==> src/rtl/reg_file_clr.sv <==
// Parametrised register file with two combinational read ports, one write port and a sequential bulk-clear engine.
// Optional same-cycle write-to-read forwarding is enabled by defining REG_FILE_BYPASS_EN.
module reg_file_clr #(
    parameter int unsigned DATA_W   = 32,
    parameter int unsigned ADDR_W   = 5,
    parameter int unsigned ZERO_REG = 1
) (
    input  logic              clk,
    input  logic              reset,
    input  logic [ADDR_W-1:0] ra,
    input  logic [ADDR_W-1:0] rb,
    input  logic              we,
    input  logic [ADDR_W-1:0] rw,
    input  logic [DATA_W-1:0] din,
    input  logic              clr_req,
    output logic              clr_busy,
    output logic              clr_done,
    output logic              wr_drop,
    output logic [DATA_W-1:0] douta,
    output logic [DATA_W-1:0] doutb
);

    localparam int unsigned DEPTH = 1 << ADDR_W;

    typedef enum logic {
        IDLE,
        CLEAR
    } state_t;

    state_t            r_state;
    state_t            w_next_state;
    logic [ADDR_W-1:0] r_cnt;
    logic [DATA_W-1:0] r_mem [DEPTH];
    logic              w_wr_zero;
    logic              w_wr_en;

    // Writes aimed at a hardwired-zero entry 0 are neither performed nor reported as dropped.
    assign w_wr_zero = (ZERO_REG != 0) && (rw == '0);

    always_ff @(posedge clk or negedge reset) begin
        if (!reset) begin
            r_state <= IDLE;
        end else begin
            r_state <= w_next_state;
        end
    end

    always_comb begin
        w_next_state = r_state;
        clr_busy     = 1'b0;
        clr_done     = 1'b0;
        wr_drop      = 1'b0;
        w_wr_en      = 1'b0;
        case (r_state)
            IDLE: begin
                w_wr_en = we && !w_wr_zero;
                if (clr_req) begin
                    w_next_state = CLEAR;
                end
            end
            CLEAR: begin
                clr_busy = 1'b1;
                wr_drop  = we && !w_wr_zero;
                if (r_cnt == '1) begin
                    clr_done     = 1'b1;
                    w_next_state = IDLE;
                end
            end
            default: w_next_state = IDLE;
        endcase
    end

    always_ff @(posedge clk or negedge reset) begin
        if (!reset) begin
            r_cnt <= '0;
        end else if (r_state == CLEAR) begin
            r_cnt <= r_cnt + 1'b1;
        end else begin
            r_cnt <= '0;
        end
    end

    // A write on the IDLE->CLEAR edge still lands; the clear sweep overwrites it later.
    always_ff @(posedge clk or negedge reset) begin
        if (!reset) begin
            r_mem <= '{default: '0};
        end else if (r_state == CLEAR) begin
            r_mem[r_cnt] <= '0;
        end else if (w_wr_en) begin
            r_mem[rw] <= din;
        end
    end

    always_comb begin
        douta = r_mem[ra];
        doutb = r_mem[rb];
`ifdef REG_FILE_BYPASS_EN
        if (w_wr_en && (rw == ra)) begin
            douta = din;
        end
        if (w_wr_en && (rw == rb)) begin
            doutb = din;
        end
`endif
        if ((ZERO_REG != 0) && (ra == '0)) begin
            douta = '0;
        end
        if ((ZERO_REG != 0) && (rb == '0)) begin
            doutb = '0;
        end
    end

endmodule

==> config.mk <==
export PLATFORM = sky130hd
export DESIGN_NAME = reg_file_clr
export DESIGN_NICKNAME = d
export VERILOG_FILES = /design/src/rtl/reg_file_clr.sv
export SDC_FILE = /design/constraint.sdc
export NUM_CORES = 2
export LEC_CHECK = 0
export BUFFER_PORTS_ARGS = -buffer_cell sky130_fd_sc_hd__buf_2
export CORE_MARGIN = 2
export CORE_UTILIZATION = 40
export CTS_CLUSTER_DIAMETER = 80
export DETAILED_ROUTE_END_ITERATION = 10
export GPL_ROUTABILITY_DRIVEN = 0
export GPL_TIMING_DRIVEN = 0
export SLEW_MARGIN = 20
export SYNTH_ARGS = -nofsm -noshare
export SYNTH_HDL_FRONTEND = slang
export SYNTH_SLANG_ARGS = --single-unit
==> constraint.sdc <==
create_clock -name clk -period 2.14 [get_ports clk]
set_input_delay 0.214 -clock clk [delete_from_list [all_inputs] [get_ports clk]]
set_output_delay 0.214 -clock clk [all_outputs]
set_load 0.1 [all_outputs]
### Word-level counts from Yosys, hierarchy flattened

Cells that the tools add are included.
W data, S select, Z words.

| operators by class | value |
|---|---|
| magnitude comparators | 6 |
| reductions and logical operators | 8 |
| bitwise operators | 7 |
| mux-type cells | 24 |
| $add $sub $neg | 1 |
| equality and inequality tests | 1 |

Operator list:

| kind | number |
|---|---|
| $mux W1024 | 2 |
| $and A1024 B1024 Y1024 | 1 |
| $bwmux W1024 | 1 |
| $not A1024 Y1024 | 1 |
| $bmux W32 S5 | 2 |
| $demux W32 S5 | 2 |
| $mux W32 | 8 |
| $ge A6 B6 Y1 const B | 4 |
| $not A5 Y6 | 4 |
| $logic_not A5 Y1 | 3 |
| $lt A6 B1 Y1 const B | 2 |
| $mux W1 | 7 |
| $add A5 B1 Y5 const B | 1 |
| $eq A5 B5 Y1 const B | 1 |
| $mux W5 | 1 |
| $logic_and A1 B1 Y1 | 3 |
| $pmux W1 S2 | 1 |
| $reduce_bool A2 Y1 | 1 |
| $logic_not A1 Y1 | 1 |
| $not A1 Y1 | 1 |

| storage, ports and cells | value |
|---|---|
| bits of input ports | 51 |
| register bits | 1030 |
| output and inout bits | 67 |

### Logic depth before layout (Yosys ltp)

| logic depth | value |
|---|---|
| word-level depth | 8 |
| gate-level depth with buffers | 8 |
| depth with buffers taken out | 5 |

### Worst setup path after synthesis

Ideal clock, no wire load.

| path | value |
|---|---|
| path type | input to output |
| start | in rb[1] |
| end | out doutb[29] |
| stages | 7 |
| buffers on the path | 3 |
| arrival time | 3.799 ns |
| path slack | -1.873 ns |
| cells stage by stage | buf_4 buf_4 nor2b_1 clkbuf_1 a221oi_1 o21ai_0 a311oi_1 |

| between the ends | value |
|---|---|
| cells in the longest elaborated chain, start to end | 5 |

RTL lines:

| item | line | source |
|---|---|---|
| start, declared | 11 | `input logic [ADDR_W-1:0] rb,` |
| $not A5 Y6 (implied by the code) | 96 | `doutb = r_mem[rb];` |
| $bmux W32 S5 | 96 |  |
| $mux W32 (implied by the code) (2 in series) | 96 |  |
| $mux W32 (*) | 108 | `if ((ZERO_REG != 0) && (rb == '0)) begin` |
| end, declared | 20 | `output logic [DATA_W-1:0] doutb` |

Mark *: on every way between the ends. The rest lies on a longest branch, timed or not. The select of a mux whose other input is x is not followed.

### Worst setup path in the final report

| path | value |
|---|---|
| start | in rb[0] |
| end | out doutb[12] |

Same word-level chain as after synthesis.

==> impl_summary.md <==
Synth
The most used flip-flop cell after synthesis is sky130_fd_sc_hd__dfrtp_1. The post-synthesis instance area is 52,800 um^2. The share of synthesized area in the top cell type comes to 0.488. The warning count from the yosys run is 0. The fraction of synthesized area in multiplexers is 0.229. Yosys mapped a number of flops with a built-in enable equal to 0. The fraction of synthesized cell area in xor and xnor cells is 0.000332. Of the total synthesized cell area, the portion taken by AND, OR, NAND and NOR gates is 0.0237. After synthesis, the largest family of logic cells by area is multiplexers.

In this run, distinct cell masters in the synthesized netlist total 44. The share of the Yosys chip area taken by registers is 0.488. The number of standard cells after synthesis is 3,790. Of the total synthesized cell area, the portion taken by full adders, half adders and majority gates is 0.00118. The complex-gate fraction of the synthesized area is 0.217. The average instance in the mapped netlist occupies 13.9 um^2.

The largest total area in the synthesized netlist belongs to sky130_fd_sc_hd__dfrtp_1. The synthesized design contains 1,030 register bits. Synthesis produced a netlist with a net count of 3,846. In the post-synthesis netlist, the biggest area contributors are sky130_fd_sc_hd__dfrtp_1 (49%), sky130_fd_sc_hd__mux4_2 (19%), sky130_fd_sc_hd__a22o_1 (16%), sky130_fd_sc_hd__clkbuf_1 (2.6%), sky130_fd_sc_hd__mux2i_1 (2.4%).

The share of synthesized flip-flops with an asynchronous set or reset is 1.00.

Clocking
The quantity of hold-fixing buffers added after cts is 33. The maximum clock insertion buffer count is 3. The later pin in the worst-skew pair is clocked with a latency of 0.76 ns. The number of clock buffers added by TritonCTS is 111.

The H-tree depth is 3. After clock tree synthesis, the clock-pin slew on the worst setup and hold paths is 0.06 ns. TritonCTS built the clock tree. The number of sinks handled by clock tree synthesis is 1,030. The root buffer cell is sky130_fd_sc_hd__clkbuf_16.

Worst setup path
The worst reg2reg path endpoint is r_mem[378]$_DFFE_PN0P_. In this run the worst path has a maximum fanout of 10. STA classifies the critical path endpoint as a primary output. The arrival time of data at the critical path endpoint is approximately 2.7 ns. The element type at the critical path start is an input port.

The startpoint-to-endpoint class of the critical path is input port to primary output. The cell count of the worst reg-to-reg path is 5. Data on the critical path is required at its endpoint by 1.93 ns. The flop-to-flop setup slack is -0.03 ns. The startpoint identified for the worst register-to-register timing path is r_state$_DFF_PN0_.

Pwr
The clock share of power is 0.373. The internal portion of the total power is 37.6 mW. The fraction of power spent switching nets is 0.319. The sequential power share is 0.406. The net switching power of the design is 17.6 mW. The maximum ir drop on the vdd rail is between 0.6 and 0.7 mV.

Dividing total power by cell area gives a power density of 830 nW/um^2. The share of total power dissipated in combinational logic is 0.221. The leakage power is 28.5 nW.

Floorplanning
The initial standard-cell utilization of the core is 0.402. The die covers between 100,000 and 150,000 um^2. The floorplan row count is around 130. The count of boundary I/O pins is 118. Measured along the x axis, the die boundary spans between 300 and 400 um. The height of the die is about 370 um. The region available for standard cell placement spans 131,000 um^2.

Run status
The checks that failed: hold timing, setup timing. The flow ran to the end, but the final reports show violations.

Detailed routing
The initial DRC count is 5,991. The number of remaining DRC errors is 0. Dividing the detail-routed wire length by the instance count gives 37.5 um.

The number of antenna-violating nets in the routed design is 0. The final wirelength is ~220,000 um. Dividing the detail-routed via count by the number of cells gives 6.98. The first detailed-routing pass took 5 iterations. The via count of the routed design is 41,600.

Timing
The minimum period implied by the final worst setup slack is 2.92 ns. The number of endpoints with negative hold slack in the final report is 282. Measured against its own limit, the worst slew margin works out to 0.241. The maximum clock rate is around 0.34 GHz. The actual transition at the worst max-transition pin is approximately 1.1 ns. The tightest hold margin is -0.600 ns. Between clock sinks in the finished design, the worst skew comes to 0.0383 ns. The share of the cycle needed by the critical path after routing is 1.37. The post-layout worst setup margin is -0.785 ns. Setup repair after global routing could not meet its margin everywhere.

The number of max-slew violations in the final report is 0. Setup violations remaining at the end of the flow were counted as between 80 and 90.

Final layout
The fraction of final layout cells with drive strength greater than 1 is 0.395. The area growth from synthesis to layout is 26.0%. For this run, the post-layout net count is 4,172. Fill cells in the final layout number 10,900. The number of cells in the finished layout apart from fillers is 5,966.

Global routing
The total congestion overflow after global routing is 0. The first global-routing pass estimated 318,000 um of wire. The via count of the first global-routing pass was roughly 41,000. The initial antenna violation count was 5. The global router's overall resource usage is 0.329.

Entering global routing, the biggest net connects 138 pins.

Min path
The worst hold path belongs to the class input port to asynchronous set/reset pin.

Placed design
The count of buffers inserted at the top-level ports is 108. The number of placed cells counting well taps is 5,661. The HPWL after detailed placement is about 160,000 um.

Flow run
Max-cap violations in this run came to 0.
routing by layer:
metal,share of wire,vias to the layer above,wire length (um),track usage
li1,-,16100,-,-
met1,0.38,22000,86000,0.432
met2,0.43,2886,96200,0.475
met3,0.13,623,28300,0.124
met4,0.058,4,13100,0.163
met5,0.00043,-,97,0.00534
worst max-delay path by stage:
stage / slack, ns / startpoint / to / depth (start not counted)
after global routing: -0.75 / r_mem[427]$_DFFE_PN0P_ / douta[11] / 5
final: -0.78 / rb[0] / doutb[12] / 6
after detailed placement: -1.48 / rb[4] / doutb[0] / 7
after global placement: -23.87 / reset / r_state$_DFF_PN0_ / 1
after CTS: -0.70 / r_mem[974]$_DFFE_PN0P_ / doutb[14] / 5
after floorplan: -0.23 / rb[1] / doutb[10] / 7
power groups by stage:
stage / Clock (mW) / Combinational, mW / Sequential [mW]
4_1_cts: 20.6 / 11.6 / 22.3
5_1_grt: 21.4 / 12.6 / 22.5
2_1_floorplan: 0 / 6.77 / 22.1
3_5_place_dp: 0 / 10.2 / 22.5
6_report: 20.6 / 12.2 / 22.4
3_3_place_gp: 0 / 10.1 / 22.5
kinds of logic after synthesis:
family          count (synthesis)
buf+inv                       505
xor+xnor                        2
fa+ha+maj                       5
flops                        1030
compound gates               1391
simple gates                  216
mux                           641
stage by stage:
step           instance area, um^2  total power, mW  setup slack (ns)  setup TNS, ns  utilization
3_5_place_dp                 57800             32.8             -1.48        -913.50        0.440
2_1_floorplan                54800             28.9            -0.232         -12.84            -
6_report                     66600             55.2            -0.785         -38.97        0.507
3_3_place_gp                 57600             32.6            -23.87              -        0.438
4_1_cts                      65700             54.5            -0.701         -39.32        0.501
5_1_grt                      66600             56.5            -0.754         -39.64        0.507
cell type report:
class	count	area [um^2]	area share
multi-input combinational	2255	28800	0.432
inverter	5	18.8	0.000282
sequential	1030	25800	0.387
antenna	2	5.00	0.0000752
buffer	488	3180	0.0478
tap	1755	2200	0.0330
timing repair buffer	225	2770	0.0417
clock inverter	46	597	0.00897
clock buffer	160	3230	0.0486
cells in the mapped netlist (3+ instances only):
cell type,number
sky130_fd_sc_hd__o21ai_1,6
sky130_fd_sc_hd__nor2b_1,69
sky130_fd_sc_hd__o21ai_0,106
sky130_fd_sc_hd__clkbuf_1,366
sky130_fd_sc_hd__mux2i_1,129
sky130_fd_sc_hd__a221oi_1,48
sky130_fd_sc_hd__nand2_1,35
sky130_fd_sc_hd__a311oi_1,64
sky130_fd_sc_hd__nand4b_1,3
sky130_fd_sc_hd__buf_4,21
sky130_fd_sc_hd__o2111ai_1,16
sky130_fd_sc_hd__nand2b_1,3
sky130_fd_sc_hd__a22o_1,992
sky130_fd_sc_hd__a21oi_1,31
sky130_fd_sc_hd__and2_1,43
sky130_fd_sc_hd__a211oi_1,64
sky130_fd_sc_hd__buf_2,104
sky130_fd_sc_hd__a22oi_1,64
sky130_fd_sc_hd__nor3b_1,3
sky130_fd_sc_hd__mux2_2,64
sky130_fd_sc_hd__buf_1,4
sky130_fd_sc_hd__mux4_2,448
sky130_fd_sc_hd__inv_1,5
sky130_fd_sc_hd__nor4_4,3
sky130_fd_sc_hd__nand4bb_1,3
sky130_fd_sc_hd__ha_1,5
sky130_fd_sc_hd__clkbuf_4,4
sky130_fd_sc_hd__nor2_1,37
sky130_fd_sc_hd__dfrtp_1,1030
cell usage in the layout, fill, tap and decap left out, types with 6 or more instances in the layout:
master                          Yosys  layout
sky130_fd_sc_hd__dfrtp_1         1030    1027
sky130_fd_sc_hd__nor2b_4            0      31
sky130_fd_sc_hd__mux2_4             0      31
sky130_fd_sc_hd__a21oi_2            0       8
sky130_fd_sc_hd__nor2b_1           69      32
sky130_fd_sc_hd__buf_4             21     108
sky130_fd_sc_hd__a211oi_4           0      50
sky130_fd_sc_hd__buf_6              0      41
sky130_fd_sc_hd__mux4_2           448     448
sky130_fd_sc_hd__nor2_4             0      30
sky130_fd_sc_hd__nand2_1           35      34
sky130_fd_sc_hd__clkbuf_1         366     153
sky130_fd_sc_hd__a211oi_2           0      14
sky130_fd_sc_hd__mux2_2            64      33
sky130_fd_sc_hd__clkinv_2           0      22
sky130_fd_sc_hd__clkbuf_4           4      50
sky130_fd_sc_hd__nor2b_2            0       6
sky130_fd_sc_hd__clkbuf_16          0     116
sky130_fd_sc_hd__dlygate4sd3_1      0      33
sky130_fd_sc_hd__clkbuf_8           0      40
sky130_fd_sc_hd__buf_12             0      80
sky130_fd_sc_hd__buf_8              0      11
sky130_fd_sc_hd__o21ai_1            6      50
sky130_fd_sc_hd__a221oi_1          48      17
sky130_fd_sc_hd__o21ai_4            0      27
sky130_fd_sc_hd__a311oi_4           0      64
sky130_fd_sc_hd__mux2i_1          129     129
sky130_fd_sc_hd__a22oi_1           64      12
sky130_fd_sc_hd__a221oi_2           0      31
sky130_fd_sc_hd__buf_2            104      81
sky130_fd_sc_hd__a22oi_2            0      52
sky130_fd_sc_hd__nor2_2             0       6
sky130_fd_sc_hd__buf_16             0       8
sky130_fd_sc_hd__o21ai_2            0      35
sky130_fd_sc_hd__a21oi_4            0      23
sky130_fd_sc_hd__and2_1            43      37
sky130_fd_sc_hd__a22o_1           992     992
sky130_fd_sc_hd__o2111ai_2          0      12
sky130_fd_sc_hd__bufinv_16          0      12
sky130_fd_sc_hd__clkbuf_2           1     150
sequential cells by signal, indices dropped and copies added, names as in the netlist:
name     flops
r_cnt        5
r_mem     1024
r_state      1
worst max-delay path, cell delays in order:
cell	delay [ns]
sky130_fd_sc_hd__buf_4	0.25
sky130_fd_sc_hd__buf_2	0.62
sky130_fd_sc_hd__mux4_2	0.64
sky130_fd_sc_hd__a211oi_4	0.50
sky130_fd_sc_hd__a311oi_4	0.17
sky130_fd_sc_hd__buf_12	0.30
timing repair:
action / CTS / global route
pin swaps: 137 / 67
setup buffers: 44 / 29
endpoints found under the setup margin: 1225 / 977
gates cloned: 1 / 1
hold endpoints to repair: 291 / 83
gates resized for setup: 948 / 206
No activity file was read; power rests on OpenSTA's default activity.
